==> src/rtl/dot_matrix_scan_ctrl_if.sv <==
// rtl/dot_matrix_scan_ctrl_if.sv - pattern-source and display-side signals of the dot-matrix scan controller
//
// Purpose: bundles every non-clock/reset signal of dot_matrix_scan_ctrl.
// Ports (seen from the slave / scan controller):
//   en          in   scan enable; low freezes scanning and blanks columns
//   wr_en       in   write strobe into the back bank
//   wr_row      in   4-bit row index to write
//   wr_data     in   16-bit row pattern, bit 15 = leftmost column
//   swap_req    in   one-cycle front/back swap request
//   row_bin     out  4-bit row being scanned
//   col         out  16-bit active-high column drive
//   frame_start out  pulse on the first cycle of row 0
//   swap_ack    out  pulse on the cycle a swap takes effect
//   front_bank  out  bank currently displayed
interface dot_matrix_scan_ctrl_if;
  logic        en;
  logic        wr_en;
  logic [3:0]  wr_row;
  logic [15:0] wr_data;
  logic        swap_req;
  logic [3:0]  row_bin;
  logic [15:0] col;
  logic        frame_start;
  logic        swap_ack;
  logic        front_bank;

  modport master (
    output en, wr_en, wr_row, wr_data, swap_req,
    input  row_bin, col, frame_start, swap_ack, front_bank
  );

  modport slave (
    input  en, wr_en, wr_row, wr_data, swap_req,
    output row_bin, col, frame_start, swap_ack, front_bank
  );
endinterface

==> src/rtl/dot_matrix_scan_ctrl.sv <==
// rtl/dot_matrix_scan_ctrl.sv - double-buffered 16x16 dot-matrix row scan controller
//
// Purpose: holds two 16-row frame banks, scans rows with a blanking gap before
// each lit period, and swaps front/back banks only at frame boundaries.
// Ports:
//   clk  in  system clock
//   rst  in  synchronous active-high reset
//   bus  dot_matrix_scan_ctrl_if.slave (see interface file for signal list)
// Parameters:
//   DWELL  cycles per row with columns lit (>=1)
//   BLANK  cycles per row with columns off, preceding the lit period (>=1)
module dot_matrix_scan_ctrl #(
  parameter int DWELL = 2000,
  parameter int BLANK = 50
) (
  input  logic                  clk,
  input  logic                  rst,
  dot_matrix_scan_ctrl_if.slave bus
);

  localparam logic [15:0] BLANK_LAST = 16'(BLANK - 1);
  localparam logic [15:0] DWELL_LAST = 16'(DWELL - 1);

  typedef enum logic {ST_BLANK, ST_SHOW} state_t;

  state_t      state, state_d;
  logic [15:0] ph, ph_d;
  logic [3:0]  row, row_d;
  logic        enter_frame;

  logic [15:0] bank [2][16];
  logic        front;
  logic        pending;
  logic        en_q;
  logic        fs_q;
  logic        ack_q;

  always_ff @(posedge clk) begin
    if (rst) begin
      state <= ST_BLANK;
      ph    <= '0;
      row   <= '0;
    end else begin
      state <= state_d;
      ph    <= ph_d;
      row   <= row_d;
    end
  end

  // enter_frame marks the edge that moves from the last lit cycle of row 15
  // into the first blank cycle of row 0; swaps land only on this edge.
  always_comb begin
    state_d     = state;
    ph_d        = ph;
    row_d       = row;
    enter_frame = 1'b0;
    if (bus.en) begin
      if (state == ST_BLANK) begin
        if (ph == BLANK_LAST) begin
          state_d = ST_SHOW;
          ph_d    = '0;
        end else begin
          ph_d = ph + 16'd1;
        end
      end else begin
        if (ph == DWELL_LAST) begin
          state_d     = ST_BLANK;
          ph_d        = '0;
          row_d       = row + 4'd1;
          enter_frame = (row == 4'd15);
        end else begin
          ph_d = ph + 16'd1;
        end
      end
    end
  end

  always_ff @(posedge clk) begin
    if (rst) begin
      for (int b = 0; b < 2; b++) begin
        for (int r = 0; r < 16; r++) begin
          bank[b][r] <= '0;
        end
      end
      front   <= 1'b0;
      pending <= 1'b0;
      en_q    <= bus.en;
      fs_q    <= bus.en;
      ack_q   <= 1'b0;
    end else begin
      en_q  <= bus.en;
      fs_q  <= enter_frame;
      ack_q <= 1'b0;
      // Indexed by the pre-swap front, so a write on the swap edge lands in
      // the bank that is about to be displayed.
      if (bus.wr_en) begin
        bank[~front][bus.wr_row] <= bus.wr_data;
      end
      if (enter_frame && (pending || bus.swap_req)) begin
        front   <= ~front;
        pending <= 1'b0;
        ack_q   <= 1'b1;
      end else if (bus.swap_req) begin
        pending <= 1'b1;
      end
    end
  end

  // en_q blanks the columns for every cycle whose scan counters were frozen.
  assign bus.row_bin     = row;
  assign bus.col         = (state == ST_SHOW && en_q) ? bank[front][row] : '0;
  assign bus.frame_start = fs_q;
  assign bus.swap_ack    = ack_q;
  assign bus.front_bank  = front;

endmodule

==> src/flat_wrapper.sv <==
// flat-port wrapper written by rule: the top's interface ports become plain ports
module dot_matrix_scan_ctrl_flat 
#(
  parameter int DWELL = 2000,
  parameter int BLANK = 50
)
  (clk, rst, bus_en, bus_wr_en, bus_wr_row, bus_wr_data, bus_swap_req, bus_row_bin, bus_col, bus_frame_start, bus_swap_ack, bus_front_bank);
  dot_matrix_scan_ctrl_if bus_i ();
  input  logic clk;
  input  logic rst;
  input wire logic [$bits(bus_i.en)-1:0] bus_en;
  input wire logic [$bits(bus_i.wr_en)-1:0] bus_wr_en;
  input wire logic [$bits(bus_i.wr_row)-1:0] bus_wr_row;
  input wire logic [$bits(bus_i.wr_data)-1:0] bus_wr_data;
  input wire logic [$bits(bus_i.swap_req)-1:0] bus_swap_req;
  output wire logic [$bits(bus_i.row_bin)-1:0] bus_row_bin;
  output wire logic [$bits(bus_i.col)-1:0] bus_col;
  output wire logic [$bits(bus_i.frame_start)-1:0] bus_frame_start;
  output wire logic [$bits(bus_i.swap_ack)-1:0] bus_swap_ack;
  output wire logic [$bits(bus_i.front_bank)-1:0] bus_front_bank;
  assign bus_i.en = bus_en;
  assign bus_i.wr_en = bus_wr_en;
  assign bus_i.wr_row = bus_wr_row;
  assign bus_i.wr_data = bus_wr_data;
  assign bus_i.swap_req = bus_swap_req;
  assign bus_row_bin = bus_i.row_bin;
  assign bus_col = bus_i.col;
  assign bus_frame_start = bus_i.frame_start;
  assign bus_swap_ack = bus_i.swap_ack;
  assign bus_front_bank = bus_i.front_bank;
  dot_matrix_scan_ctrl #(.DWELL(DWELL), .BLANK(BLANK)) u_core (.clk(clk), .rst(rst), .bus(bus_i));
endmodule
==> config.mk <==
export PLATFORM = sky130hd
export DESIGN_NAME = dot_matrix_scan_ctrl_flat
export DESIGN_NICKNAME = d
export VERILOG_FILES = /design/src/rtl/dot_matrix_scan_ctrl_if.sv /design/src/rtl/dot_matrix_scan_ctrl.sv /design/src/flat_wrapper.sv
export SDC_FILE = /design/constraint.sdc
export NUM_CORES = 1
export LEC_CHECK = 0
export BUFFER_PORTS_ARGS = -buffer_cell sky130_fd_sc_hd__buf_2
export CORE_ASPECT_RATIO = 1.75
export CORE_UTILIZATION = 56
export DETAILED_ROUTE_END_ITERATION = 6
export HOLD_SLACK_MARGIN = 0.08
export PLACE_DENSITY = 0.75
export SLEW_MARGIN = 40
export SYNTH_ARGS = -nofsm -noshare
export SYNTH_HDL_FRONTEND = slang
export SYNTH_SLANG_ARGS = --single-unit
==> constraint.sdc <==
create_clock -name clk -period 2.25 [get_ports clk]
set_input_delay 0.3375 -clock clk [delete_from_list [all_inputs] [get_ports clk]]
set_output_delay 0.3375 -clock clk [all_outputs]
set_load 0.01 [all_outputs]
# After elaboration in Yosys (flattened, before gate mapping)
# Memories as Yosys holds them, arrays and structs flattened. A register that Yosys moved wholly into a read port is not among the register bits.
# Cells that the tools add are included.
# Widths: inputs -> output; s select.
[word_totals]
ram_bits = 512
in_bits = 25
memories = 1
regBits = 26
wordCells = 54
[classes]
muxes = 27
order_cmp = 3
eq_ne = 3
bitwise_logic = 3
addsub = 2
reduce_logical = 7
[mem_list]
columns = ["memory", "depth", "word_bits", "rd", "rd_clocked_by_memory_dff", "write_ports", "line_no", "text"]
rows = [
  ["u_core.bank", 2, 256, 1, 1, 2, "dot_matrix_scan_ctrl.sv:31", "logic [15:0] bank [2][16];"],
]
[op_table]
columns = ["cell", "n"]
rows = [
  ["$mux 256", 3],
  ["$reduce_or 256->1", 1],
  ["$mux 16", 7],
  ["$bmux 16 s4", 1],
  ["$demux 16 s4", 1],
  ["$add 16x1->16 const B", 1],
  ["$eq 16x11->1 const B", 1],
  ["$eq 16x6->1 const B", 1],
  ["$mux 1", 15],
  ["$ge 5x5->1 const B", 2],
  ["$not 4->5", 2],
  ["$lt 5x1->1 const B", 1],
  ["$add 4x1->4 const B", 1],
  ["$eq 4x4->1 const B", 1],
  ["$logic_and 1x1->1", 3],
  ["$reduce_and 3->1", 1],
  ["$reduce_or 2->1", 1],
  ["$logic_or 1x1->1", 1],
  ["$not 1->1", 1],
]

# Logic depth before layout (Yosys ltp)
[logic_depth]
word_depth = 8
ltp_mapped = 7
ltp_nobuf = 6

# Least setup slack after synthesis
# No wires, ideal clock.
[synth_path]
kind = "reg-to-reg"
start = "register u_core.front, in the netlist u_core.bus.front_bank"
end = "memory u_core.bank[1][192] (netlist bit) (enable)"
n_path_buf = 1
period_less_slack_ns = 2.405
stages_incl_launch_ff = 4
slack_ns = -0.155
t_arrival_ns = 1.990
setup_ns = 0.415
path_cell_list = "dfxtp_1 buf_2 nand4b_1 o31ai_1"
[synth_rtl]
columns = ["element", "line_no", "text"]
rows = [
  ["start, declared", "dot_matrix_scan_ctrl.sv:32", "logic front;"],
  ["start signal, assigned", "dot_matrix_scan_ctrl.sv:100", "front <= ~front;"],
  ["end, declared", "dot_matrix_scan_ctrl.sv:31", ""],
]

==> metrics.yaml <==
outcome:
  status: "complete, but fails checks"
  violations: "setup timing"
synth:
  synth_top_family_by_area: "multiplexers"
  synth_cells: 1497
  ys.flop_type: "edfxtp_1"
  synth-edff-count: 512
  synth_area_mm2: 0.0228
  synth-xor-area-share_pct: 0.269
  syn_avg_cell_area_um2: 15.2
  synth_simple_gate_area_share_pct: 9.74
  synth_fa_ha_area_share_pct: 0.165
  yosysSeqAreaShare_pct: 69.9
  ys_ff_latch: 539
  yosysUniqueCellTypes: 60
  synth-async-reset-ratio_pct: 0
  syn_nets: 1525
  muxShareOfSynthArea_pct: 12.3
  yosys_warnings: 0
  synth_compound_area_share_pct: 4.84
drt:
  wl_per_cell_um: 29.8
  drt_iter0_drc: 1644
  first_pass_iters: 6
  drt_wl_total_mm: 65.6
  routed_via_density: 6.59
  drc: 0
  vias: 14500
  postRouteAntennaNets: 0
min_path:
  whs_path_depth: 2
  holdCritStartpoint: "bus_wr_data[4]"
  holdPathEnd: "u_core.bank[0][36]$_SDFFCE_PN0P_"
  hp-class: "in2reg"
die:
  fp.dieH_um: 269
  floorplan.rows: 97
  die-area_mm2: 0.0415
  initial_core_util_pct: 56.8
  pin_count: 48
  core_area_mm2: 0.0401
  die_w_um: 154
sta:
  finalMaxSlewViolations: 0
  hold_violations: 0
  setup_slack_ps: -721
  rsz0062_at_grt: "true"
  max_slew.worst_pin.slew_ps: 803
  setup_viol: 16
  min_period_ps: 2970
  finalCritPeriodShare_pct: 132
  max_freq_mhz: 337
  slew_headroom_pct: 46.4
  timing.hold.ws_ps: 100
  fin_skew_ps: 14.5
grt:
  grt_max_degree: 38
  grt_pass1_vias: 15000
  gr-usage-all-layers_pct: 32.2
  grt_overflow: 0
  grt_pass1_wl_mm: 94.8
  grt_antenna_before_repair: 0
critical_path:
  r2r_start: "u_core.ph[0]$_SDFFE_PP0P_"
  path_max_fanout: 6
  crit_type: "reg2out"
  end_kind: "primary output"
  r2r_slack_ps: 120
  rr_worst_depth: 5
  startpoint_type: "register"
  required_ps: 1910
  arrival_ps: 2630
clocking:
  clk_latency_ps: 580
  numCtsBuffers: 47
  h-tree-depth: 2
  cts-root-buf: "clkbuf_16"
  cts_tree: "built"
  clock_sinks: 539
  cts_buffer_depth: 3
  clk_pin_slew_ps: 70
pwr:
  total_power_uw: 20500
  ir_drop_uv: 654
  p_leak_uw: 0.00908
  p_per_area_mw_per_mm2: 768
cells_and_area:
  drive_above_1_share_pct: 25.0
  post-route-util_pct: 66.8
  num-nets-final: 1696
  fillers: 2678
  fin_area_mm2: 0.0268
  syn_to_final_growth_pct: 17.5
place:
  post_dp_cell_area_mm2: 0.0246
  dp_hpwl_mm: 42.1
  place.gp.congestion: 0.910
  port_buffers: 47
  post-place-ws_ps: -215
run:
  cap_violations: 0
==> flip-flops by register name, indices dropped and copies added, names as in the netlist, named ones only <==
name                    cells
u_core.bus.front_bank       1
u_core.ph                  16
u_core.bus.frame_start      1
u_core.bank               512
u_core.bus.swap_ack         1
u_core.state                1
u_core.pending              1
u_core.bus.row_bin          4
u_core.en_q                 1
==> worst max-delay path by stage <==
stage	start	to	slack, ps
final	register	bus_col[12]	-720
after global routing	register	bus_col[12]	-750
after CTS	register	bus_col[9]	-690
after detailed placement	register	bus_col[12]	-220
after global placement	register	bus_col[10]	-170
after floorplan	u_core.bus.front_bank$_SDFFE_PP0P_	u_core.bank[1][0]$_DFFE_PP_	-90
==> power breakdown <==
part / switching, uW / internal [uW]
registers: 189 / 11600
logic: 675 / 335
clock network: 3650 / 4110
==> cell usage in the layout (no fill, tap or decap), types with 18 or more instances in the layout <==
cell	count
buf_2	45
inv_1	23
nor2b_1	21
mux4_2	80
clkbuf_16	50
and3_1	26
dfxtp_1	24
o22ai_1	24
buf_4	131
nor3_1	27
nand2_1	82
nor2_1	266
buf_12	33
a211oi_1	18
mux2i_1	73
edfxtp_1	512
==> layer usage <==
layer	GRT usage, %	up-vias	wire length, um
met2	55.4	904	33500
met4	25.3	0	5640
li1	-	6064	-
met5	0	-	0
met3	4.76	233	5330
met1	35.9	7297	21100
==> critical path, stage by stage (launching register included) <==
cell,delay (ps)
dfxtp_4,370
buf_12,150
buf_8,150
buf_12,140
mux4_2,500
a211o_1,310
o221a_1,280
buf_2,160
==> layout make-up <==
cell class                      instances  area [um^2]  share of cell area (%)
Sequential cell                       539        15900                    59.5
Multi-Input combinational cell        823         6390                    23.9
Timing Repair Buffer                  232         2290                    8.55
Clock buffer                           55         1210                    4.51
Tap cell                              495          619                    2.31
Clock inverter                         31          234                   0.875
Inverter                               25         93.8                   0.351
Antenna cell                            1         2.50                 0.00935
==> stage by stage <==
| step | cells | TNS [ps] |
|---|---|---|
| floorplan | 1497 | -3020 |
| global placement | 2086 | -2090 |
| detailed placement | 2086 | -2470 |
| CTS | 2191 | -10610 |
| global route | 2200 | -11420 |
| finish | 2201 | -10760 |
==> repair_timing <==
item	in CTS	in global routing
pin swaps	8	7
buffers inserted	12	6
gates resized for setup	38	26
setup endpoints to repair	16	16
cloned	5	3
hold buffers	2	0
hold endpoints to repair	2	0
==> synth_stat cells, drive strengths merged, types with 4 or more instances <==
cell type	count	area, um^2
dfxtp	27	541
o22ai	33	206
a21oi	7	38.8
edfxtp	512	15400
or3	7	48.8
nand2b	5	31.3
o221a	17	191
o221ai	16	140
nand4b	4	35.0
nor3	31	155
nor2	271	1020
mux2i	80	801
nand2	83	314
nor4	8	62.6
nand4	5	37.5
nor2b	21	131
and3	26	163
xnor2	6	52.6
a21o	16	120
nand3	14	75.1
a211o	16	140
o31ai	4	30.0
clkbuf	66	248
a211oi	19	148
inv	24	90.1
buf	44	289
mux2	18	203
and4	4	35.0
mux4	80	1800
o21ai	9	45.0
==> kinds of logic (layout without fill, tap and decap cells) <==
family / count (synthesis) / in the layout
fa+ha+maj: 3 / 3
buf+inv: 135 / 343
simple gates: 493 / 493
xor+xnor: 7 / 7
other cells: 0 / 1
mux: 178 / 178
flops: 539 / 539
compound gates: 142 / 142
Power figures use the tool's default switching activity.
